## config.mk

```make
export PLATFORM = sky130hd
export DESIGN_NAME = sync_xfer_arb
export DESIGN_NICKNAME = d
export VERILOG_FILES = /design/src/rtl/sync_xfer_pkg.sv /design/src/rtl/sync_xfer_rr_pick.sv /design/src/rtl/sync_xfer_arb.sv
export SDC_FILE = /design/constraint.sdc
export NUM_CORES = 1
export LEC_CHECK = 0
export ABC_AREA = 1
export BUFFER_PORTS_ARGS = -buffer_cell sky130_fd_sc_hd__clkbuf_2
export CAP_MARGIN = 20
export CORE_AREA = 2 2 64 112
export CTS_CLUSTER_DIAMETER = 120
export DETAILED_ROUTE_END_ITERATION = 8
export DIE_AREA = 0 0 66 114
export PLACE_DENSITY_LB_ADDON = 0.08
export SYNTH_ARGS = -nofsm -noshare
export SYNTH_HDL_FRONTEND = slang
export SYNTH_HIERARCHICAL = 1
export SYNTH_SLANG_ARGS = --single-unit
```

## constraint.sdc

```tcl
create_clock -name nvdla_core_clk -period 2.7 [get_ports nvdla_core_clk]
set_input_delay 0.675 -clock nvdla_core_clk [delete_from_list [all_inputs] [get_ports nvdla_core_clk]]
set_output_delay 0.675 -clock nvdla_core_clk [all_outputs]
set_load 0.03 [all_outputs]
```

## src/rtl/sync_xfer_pkg.sv

```systemverilog
// ---------------------------------------------------------------------------
// sync_xfer_pkg
//   Shared definitions for the sync_xfer_arb crossing-channel controller.
//   - xfer_state_e : handshake state encoding (IDLE/SETUP/REQ/REL)
//   - DEF_NUM_REQ / DEF_DATA_W : default requester count and payload width
//   - clog2 : constant function used to size the requester index
// ---------------------------------------------------------------------------
package sync_xfer_pkg;

    typedef enum logic [1:0] {
        IDLE  = 2'd0,
        SETUP = 2'd1,
        REQ   = 2'd2,
        REL   = 2'd3
    } xfer_state_e;

    localparam int DEF_NUM_REQ = 4;
    localparam int DEF_DATA_W  = 32;

    // Ceiling log2 for elaboration-time sizing; clog2(1) returns 0.
    function automatic int clog2(input int n);
        int r;
        r = 0;
        for (int i = 0; i < 31; i++) begin
            if ((1 << i) < n) r = i + 1;
        end
        return r;
    endfunction

endpackage

```

## src/rtl/sync_xfer_rr_pick.sv

```systemverilog
// ---------------------------------------------------------------------------
// sync_xfer_rr_pick
//   Combinational round-robin picker. Returns the first set request at or
//   above the pointer, scanning upward and wrapping at NUM_REQ.
//
//   Ports:
//     i_req_vld  in  NUM_REQ  request vector
//     i_ptr      in  ID_W     highest-priority index (always < NUM_REQ)
//     o_grant    out ID_W     winning index (0 when nothing is requested)
//     o_any      out 1        at least one request set
// ---------------------------------------------------------------------------
module sync_xfer_rr_pick
    import sync_xfer_pkg::*;
#(
    parameter int NUM_REQ = DEF_NUM_REQ,
    parameter int ID_W    = clog2(DEF_NUM_REQ)
) (
    input  logic [NUM_REQ-1:0] i_req_vld,
    input  logic [ID_W-1:0]    i_ptr,
    output logic [ID_W-1:0]    o_grant,
    output logic               o_any
);

    always_comb begin
        int               w_idx;
        logic [ID_W-1:0]  w_sel;
        o_grant = '0;
        o_any   = |i_req_vld;
        w_idx   = 0;
        w_sel   = '0;
        // Walk offsets from the farthest to the nearest so the closest
        // requester at/after the pointer is the last (winning) assignment.
        for (int k = NUM_REQ - 1; k >= 0; k--) begin
            w_idx = int'(i_ptr) + k;
            if (w_idx >= NUM_REQ) w_idx = w_idx - NUM_REQ;
            w_sel = ID_W'(w_idx);
            if (i_req_vld[w_sel]) o_grant = w_sel;
        end
    end

endmodule

```

## src/rtl/sync_xfer_arb.sv

```systemverilog
// ---------------------------------------------------------------------------
// sync_xfer_arb
//   Source-side controller sharing one 4-phase req/ack crossing channel
//   among NUM_REQ requesters. Arbitrates round-robin, launches the payload
//   one cycle ahead of the request bit, and sequences req/ack so the
//   multi-bit payload is stable whenever the destination samples it.
//
//   Optional build macro: SYNC_XFER_ARB_TIMEOUT_EN
//     defined   : saturating handshake-wait counter drives a sticky
//                 timeout_err flag (reporting only, no abort)
//     undefined : no counter, timeout_err tied 0
//
//   Ports:
//     nvdla_core_clk  in   1               clock
//     nvdla_core_rst  in   1               synchronous active-high reset
//     req_vld         in   NUM_REQ         per-requester request, held to done
//     req_data        in   NUM_REQ*DATA_W  payloads, requester i at [i*DATA_W +: DATA_W]
//     req_done        out  NUM_REQ         one-cycle completion pulse
//     xfer_req        out  1               registered request to the synchronizer
//     xfer_data       out  DATA_W          registered payload, stable across handshake
//     xfer_id         out  ID_W            registered granted index
//     xfer_ack_sync   in   1               synchronized destination acknowledge
//     busy            out  1               state != IDLE
//     timeout_err     out  1               sticky handshake timeout
// ---------------------------------------------------------------------------
module sync_xfer_arb
    import sync_xfer_pkg::*;
#(
    parameter int NUM_REQ   = DEF_NUM_REQ,
    parameter int DATA_W    = DEF_DATA_W,
    parameter int ID_W      = clog2(NUM_REQ),
    parameter int TIMEOUT_W = 10
) (
    input  logic                      nvdla_core_clk,
    input  logic                      nvdla_core_rst,
    input  logic [NUM_REQ-1:0]        req_vld,
    input  logic [NUM_REQ*DATA_W-1:0] req_data,
    output logic [NUM_REQ-1:0]        req_done,
    output logic                      xfer_req,
    output logic [DATA_W-1:0]         xfer_data,
    output logic [ID_W-1:0]           xfer_id,
    input  logic                      xfer_ack_sync,
    output logic                      busy,
    output logic                      timeout_err
);

    xfer_state_e          r_state;
    logic [ID_W-1:0]      r_ptr;
    logic                 r_xfer_req;
    logic [DATA_W-1:0]    r_xfer_data;
    logic [ID_W-1:0]      r_xfer_id;
    logic [NUM_REQ-1:0]   r_req_done;

    logic [ID_W-1:0]      w_grant;
    logic                 w_any;

    sync_xfer_rr_pick #(
        .NUM_REQ (NUM_REQ),
        .ID_W    (ID_W)
    ) u_pick (
        .i_req_vld (req_vld),
        .i_ptr     (r_ptr),
        .o_grant   (w_grant),
        .o_any     (w_any)
    );

    always_ff @(posedge nvdla_core_clk) begin
        if (nvdla_core_rst) begin
            r_state     <= IDLE;
            r_ptr       <= '0;
            r_xfer_req  <= 1'b0;
            r_xfer_data <= '0;
            r_xfer_id   <= '0;
            r_req_done  <= '0;
        end else begin
            r_req_done <= '0;
            unique case (r_state)
                IDLE: begin
                    // A still-high ack (e.g. left over from a reset taken
                    // mid-handshake) must drain before a new grant, or it
                    // would be mistaken for this transfer's acknowledge.
                    if (!xfer_ack_sync && w_any) begin
                        r_xfer_data <= req_data[int'(w_grant)*DATA_W +: DATA_W];
                        r_xfer_id   <= w_grant;
                        r_state     <= SETUP;
                    end
                end
                SETUP: begin
                    // Payload has been stable for one cycle before req rises.
                    r_xfer_req <= 1'b1;
                    r_state    <= REQ;
                end
                REQ: begin
                    if (xfer_ack_sync) begin
                        r_xfer_req <= 1'b0;
                        r_state    <= REL;
                    end
                end
                REL: begin
                    if (!xfer_ack_sync) begin
                        r_req_done[r_xfer_id] <= 1'b1;
                        if (r_xfer_id == ID_W'(NUM_REQ - 1)) r_ptr <= '0;
                        else                                 r_ptr <= r_xfer_id + 1'b1;
                        r_state <= IDLE;
                    end
                end
                default: r_state <= IDLE;
            endcase
        end
    end

    assign req_done  = r_req_done;
    assign xfer_req  = r_xfer_req;
    assign xfer_data = r_xfer_data;
    assign xfer_id   = r_xfer_id;
    assign busy      = (r_state != IDLE);

`ifdef SYNC_XFER_ARB_TIMEOUT_EN
    localparam logic [TIMEOUT_W-1:0] TMO_MAX = '1;

    logic [TIMEOUT_W-1:0] r_tmo_cnt;
    logic                 r_tmo_err;
    logic                 w_tmo_clr;
    logic                 w_tmo_run;

    // Clear on the cycles that enter REQ (from SETUP) and enter REL
    // (REQ seeing ack); otherwise count while waiting in REQ or REL.
    assign w_tmo_clr = (r_state == SETUP) || ((r_state == REQ) && xfer_ack_sync);
    assign w_tmo_run = (r_state == REQ) || (r_state == REL);

    always_ff @(posedge nvdla_core_clk) begin
        if (nvdla_core_rst) begin
            r_tmo_cnt <= '0;
            r_tmo_err <= 1'b0;
        end else if (w_tmo_clr) begin
            r_tmo_cnt <= '0;
        end else if (w_tmo_run && (r_tmo_cnt != TMO_MAX)) begin
            r_tmo_cnt <= r_tmo_cnt + 1'b1;
            // Flag on the same edge the counter lands on all-ones.
            if (r_tmo_cnt == TMO_MAX - 1'b1) r_tmo_err <= 1'b1;
        end
    end

    assign timeout_err = r_tmo_err;
`else
    assign timeout_err = 1'b0;
`endif

endmodule

```

==> metrics, run 1 <==
CTS Hold Bufs 0; Post-Syn Area 3154 um^2; Clock Path Buffers 2; Critical Path AT 2320 ps; Nets 861; commonest non-fill, non-tap cell in the layout nand2_1; IO Pins 176; Final TNS setup 0 ps; switching portion of total power 45.35%; synthesized instance count ~560; Overflow after GRT 0; GRT Util Overall 25.25%; DR vias between 3,000 and 4,000; Yosys top cell by area nand2_1; Initial Util a little under half; commonest cells after routing, fill and taps aside nand2_1 (260), clkbuf_2 (174), inv_1 (59), nand3_1 (58), nor2_1 (44); combinational group share of total power 49.5%; die width 66 um; Clk Latency, worst-skew pair around 290 ps; Worst EP required 2890 ps; post-synthesis sequential area ratio 27.29%; WL/cell between 10 and 15 um; via-per-instance ratio 4.797; initial antenna violation count 0; Routed Wire Length 9441 um; status complete, no violations; Max-Cap Viols 0; # diodes 0; Cells on Worst Hold Path 4; first-pass GRT wire length 14,890 um; Crit Path Category reg -> reg; core footprint 6706 um^2; NetSw 1312 uW; IO Port Bufs 174; PwrDens 701.6 nW/um^2; Ys Warns 6; dpl cells 794; row count 40; R2R depth 14; endpoint class of the critical path flip-flop; worst hold path class reg -> reg; Flop pwr share 28.9%; crit path time final 2124 ps; CTS Root Cell clkbuf_16; Cell variety after synth 17; Residual DRC 0; final core utilization around three fifths; Max VDD drop between 0.3 and 0.4 mV; RSZ-0062 raised after global routing no; ANT nets after route 0; CTS Sinks 43; Worst-path clk slew 70 ps; Synth top area share between 30% and 40%; Post-CTS Setup Bufs 0; Area Overhead vs Synth 30.74%; TritonCTS buffer count 5; drt first pass iters 5; Worst Skew about 5.9 ps; number of H-tree branching levels 2; CTS resizes 0; crit share post-route roughly four fifths; Max FO, Critical Path 32; Finished Layout Cells 802; Hold Fails Final Rpt 0; vias in the first global route 3,529; DIE AREA 7524 um^2; Area contributors post-synth nand2_1 (31%), dfxtp_1 (27%), nand3_1 (9.2%); share of layout cells above drive strength 1 around 28%; final RePlAce weighted congestion 0.9020; final setup violation count 0; hpwl dp between 7000 and 8000 um; Lkg Pwr 0.002468 uW; CTS tree built; initial DRC count 110; Peak Freq about 470 MHz; Post-Syn Area per Cell 5.653 um^2; clock power share between 20% and 30%; syn_nets between 700 and 800; register bit total from synthesis 43; Int Pwr 1581 uW; largest net degree at the start of global routing 54; Setup crit start kind flip-flop; fin. max-slew vios 0; reg2reg setup slack a little under 600 ps; die height between 100 and 150 um
[critical path, cell delays in order, from the launching register on]
cell and delay, ps:
dfxtp_1 500, inv_2 130, nand2_1 80, nand2_1 90, nor2_1 160, nand2_1 60, nand3_1 70, nand3_1 70
nand2_1 90, buf_4 330, nand2_1 90, nor2_1 150, nand2_1 70, nand2_1 60, nor2_1 40
[logic make-up after synthesis]
kind of cell | count (synthesis) | share of synthesized area, %
AO/OA/AOI/OAI | 42 | 6.664
buffers and inverters | 96 | 15.59
AND/OR/NAND/NOR | 367 | 46.77
flip-flops | 43 | 27.29
adder cells (fa/ha/maj) | 9 | 3.570
other | 1 | 0.1189
[Yosys cell counts]
cell type	number
nand3b_1	1
nand3_1	58
inv_2	5
o21ai_0	4
a21oi_1	38
nand4_1	1
nand3_4	1
buf_6	14
buf_2	15
nand2_2	2
inv_1	60
nor2_1	44
dfxtp_1	43
conb_1	1
nand2_1	260
ha_1	9
buf_4	2
[per-stage QoR]
| step | worst slack, ps | instance area, um^2 | hold slack [ps] | power [uW] |
|---|---|---|---|---|
| 3_5_place_dp | 477.5 | 3975 | 505.8 | 2292 |
| 6_report | 576.3 | 4124 | 514.0 | 2893 |
| 2_1_floorplan | 801.6 | 3154 | 503.3 | 1938 |
| 4_1_cts | 664.1 | 4124 | 516.9 | 2920 |
| 5_1_grt | 434.1 | 4124 | 538.2 | 3112 |
| 3_3_place_gp | 526.3 | 3975 | 501.4 | 2264 |
[cell type report]
cell class,count,area (um^2)
Fill cell,692,2582
Multi-Input combinational cell,419,1802
Timing Repair Buffer,183,963.4
Sequential cell,43,860.8
Inverter,65,244.0
Clock buffer,5,125.1
Tap cell,84,105.1
Clock inverter,3,23.77
[state kept, by name (all words and copies together), names as in the netlist]
signal	count
r_state	2
xfer_data	32
r_ptr	2
req_done	4
xfer_req	1
xfer_id	2
[power by group through the flow]
stage	clock network (uW)	registers, uW	logic (uW)
2_1_floorplan	0	1060	876
3_3_place_gp	0	843	1420
3_5_place_dp	0	849	1440
4_1_cts	636	836	1450
5_1_grt	659	850	1600
6_report	625	835	1430
[final timing paths]
| path | startpoint | end |
|---|---|---|
| max | r_ptr[0] | xfer_data[0] |
| min | xfer_data[19] | xfer_data[19] |
| max reg2reg | r_ptr[0] | xfer_data[0] |
| min reg2reg | xfer_data[19] | xfer_data[19] |
[metal layers]
metal  vias up  wire (um)  GRT usage [%]
met2       124       5246          50.64
met1      1694       3362          22.97
met4         0        298          11.56
met3        23        533          5.030
li1       2006          -              -
met5         -          0              0
(Power assumes the default switching activity.)
==> run 2: changes to the inputs <==
--- a/config.mk
+++ b/config.mk
@@ -5,13 +5,13 @@
 export SDC_FILE = /design/constraint.sdc
 export NUM_CORES = 1
 export LEC_CHECK = 0
-export ABC_AREA = 1
+export ABC_AREA = 0
 export BUFFER_PORTS_ARGS = -buffer_cell sky130_fd_sc_hd__clkbuf_2
 export CAP_MARGIN = 20
-export CORE_AREA = 2 2 64 112
+export CORE_AREA = 2 2 62 107
 export CTS_CLUSTER_DIAMETER = 120
 export DETAILED_ROUTE_END_ITERATION = 8
-export DIE_AREA = 0 0 66 114
+export DIE_AREA = 0 0 64 109
 export PLACE_DENSITY_LB_ADDON = 0.08
 export SYNTH_ARGS = -nofsm -noshare
 export SYNTH_HDL_FRONTEND = slang
==> constraint.sdc (replaced) <==
create_clock -name nvdla_core_clk -period 2.15 [get_ports nvdla_core_clk]
set_input_delay 0.5375 -clock nvdla_core_clk [delete_from_list [all_inputs] [get_ports nvdla_core_clk]]
set_output_delay 0.5375 -clock nvdla_core_clk [all_outputs]
set_load 0.03 [all_outputs]
==> metrics, run 2 <==
Nets 505 (-41%); Post-Syn Area per Cell 13.14 um^2 (+130%); post-synthesis sequential area ratio 35.59% (+8.3 points); Finished Layout Cells 442 (-45%); Worst Slack Setup Final 128.5 ps (-447.8 ps); first-pass GRT wire length 11,180 um (-25%); final setup violation count 0 (unchanged); Peak Freq 494.7 MHz (+5.1%); die width 64 um (-3.0%); Max FO, Critical Path 10 (-69%); worst hold path class reg -> reg; endpoint class of the critical path flip-flop; Setup crit start kind flip-flop; DR vias 2,267 (-41%); number of H-tree branching levels 2 (unchanged); Max-Cap Viols 0 (unchanged); syn_nets 328 (-53%); Overflow after GRT 0 (unchanged); Crit Path Category reg -> reg; Synth top area share 35.59% (+4.7 points); largest net degree at the start of global routing 24 (-56%); Clock Path Buffers 2 (unchanged); via-per-instance ratio 5.129 (+6.9%); Slew @ Worst Pin 546.7 ps; die height 109 um (-4.4%); Routed Wire Length 7480 um (-21%); Post-Syn Area 2419 um^2 (-23%); Yosys top cell by area dfxtp_1; TritonCTS buffer count 5 (unchanged); GRT Util Overall 21.02% (-4.2 points); # diodes 0 (unchanged); IO Port Bufs 174 (unchanged); fin. max-slew vios 0 (unchanged); Max VDD drop 0.4556 mV (+39%); Worst-path clk slew 80 ps (about the same); main flop type after synthesis dfxtp_1; IO Pins 176 (unchanged); RSZ-0062 raised after global routing no; Worst EP required 2340 ps (-550 ps); dpl cells 428 (-46%); Worst Skew 7.168 ps (+1.264 ps); WL/cell 16.92 um (+44%); ANT nets after route 0 (unchanged); final core utilization 57.98% (-3.5 points); CTS Sinks 43 (unchanged); pre-CTS setup slack -353.1 ps (-830.6 ps); status complete, no violations; Initial Util 39.43% (-7.6 points); CTS tree built; register bit total from synthesis 43 (unchanged); DP Area 3382 um^2 (-15%); Ys Warns 6 (unchanged); Commonest cells post-synth dfxtp_1 (43), a22o_1 (32), mux4_2 (29); Residual DRC 0 (unchanged); Critical Path AT 2210 ps (-110 ps); vias in the first global route 2,298 (-35%); final RePlAce weighted congestion 0.7662 (-15%); row count 38 (-5.0%); Lkg Pwr 0.001724 uW (-30%); crit path time final 2021 ps (-102.2 ps); post-route cell area 3556 um^2 (-14%); max reg flops 32 (unchanged); initial DRC count 66 (-40%); CTS Hold Bufs 0 (unchanged); Cell variety after synth 25 (+8); Clk Latency, worst-skew pair 290 ps (about the same); CTS Root Cell clkbuf_8; Area contributors post-synth dfxtp_1 (36%), mux4_2 (27%), a22o_1 (12%); crit share post-route 94.02% (+15 points); fraction of registers with async set/reset 0% (unchanged); Total Power 2786 uW (-3.7%); hpwl dp 5727 um (-22%); share of layout cells above drive strength 1 63.54% (+36 points); PwrDens 783.4 nW/um^2 (+12%); commonest cells after routing, fill and taps aside clkbuf_2 (174), dfxtp_1 (42), a22o_1 (32), mux4_2 (29), nor2_1 (10); Max-slew headroom 63.47%; Area Overhead vs Synth 47.03%; EDFF count, synth 0 (unchanged); synthesized instance count 184 (-67%); drt first pass iters 4 (-1); Hold Fails Final Rpt 0 (unchanged); commonest non-fill, non-tap cell in the layout clkbuf_2; most frequent cell after synthesis dfxtp_1; DIE AREA 6976 um^2 (-7.3%); initial antenna violation count 0 (unchanged); reg2reg setup slack 130 ps (-450 ps); core footprint 6133 um^2 (-8.5%)
==> run 2: cell types whose count changed in the layout (fill, tap and decap cells not counted), sizes merged, moves of 4 or more <==
cell	change
mux4	+32
mux2i	+7
nand2	-259
nand2b	+4
nor2	-31
o21ai	-4
a21oi	-35
inv	-61
and2	+4
nor2b	+5
a22o	+32
nand3	-59
==> run 2: area by class of cell <==
class | instances | area [um^2]
inverters | 5 | 18.77
repair buffers | 186 | 1032
flip-flops and latches | 43 | 862.1
clock buffers | 6 | 72.57
fillers | 545 | 2577
multi-input cells | 120 | 1458
clock inverters | 2 | 12.51
well taps | 80 | 100.1
==> run 2: routing by layer <==
metal  part of all wire, %  vias to the layer above  global-route usage, %
li1                      -                     1072                      -
met1                    35                     1079                  21.05
met2                    56                      104                  41.22
met3                   7.0                       12                  5.057
met4                   2.3                        0                  6.988
met5                     0                        -                      0
==> run 2: kinds of logic after synthesis <==
family | synth area share, %
flops | 35.59
compound gates | 13.66
mux | 33.16
simple gates | 7.139
buf+inv | 5.639
fa+ha+maj | 4.656
other cells | 0.1551
==> run 2: what timing repair did <==
action / in CTS / in global routing
buffers inserted: 0 / 4
setup endpoints to repair: 32 / 31
gates resized for setup: 1 / 3
gates cloned: 1 / 1
hold endpoints to repair: 0 / 0
pin swaps: 1 / 2
==> run 2: worst paths after layout <==
kind	to	depth (start not counted)	from
max	xfer_data[29]	6	r_ptr[0]
min	xfer_data[22]	1	xfer_data[22]
max reg2reg	xfer_data[29]	6	r_ptr[0]
min reg2reg	xfer_data[22]	1	xfer_data[22]
==> run 2: per-stage QoR <==
step                setup TNS, ps  hold WS (ps)
finish                          0         479.8
global route                    0         492.9
CTS                             0         487.2
detailed placement          -9938         462.8
global placement            -8075         455.7
floorplan                       0         485.2
==> run 2: power by group <==
part / total, uW / switching (uW) / internal [uW]
sequential: 1030 / 90.8 / 943
clock: 501 / 274 / 227
combinational: 1250 / 696 / 555
==> run 2: worst max-delay path, cell delays in order (launching register included) <==
cell and delay, ps:
dfxtp_1 410, mux2i_1 150, a211oi_4 240, buf_4 180
buf_12 150, mux4_1 550, a22o_1 230
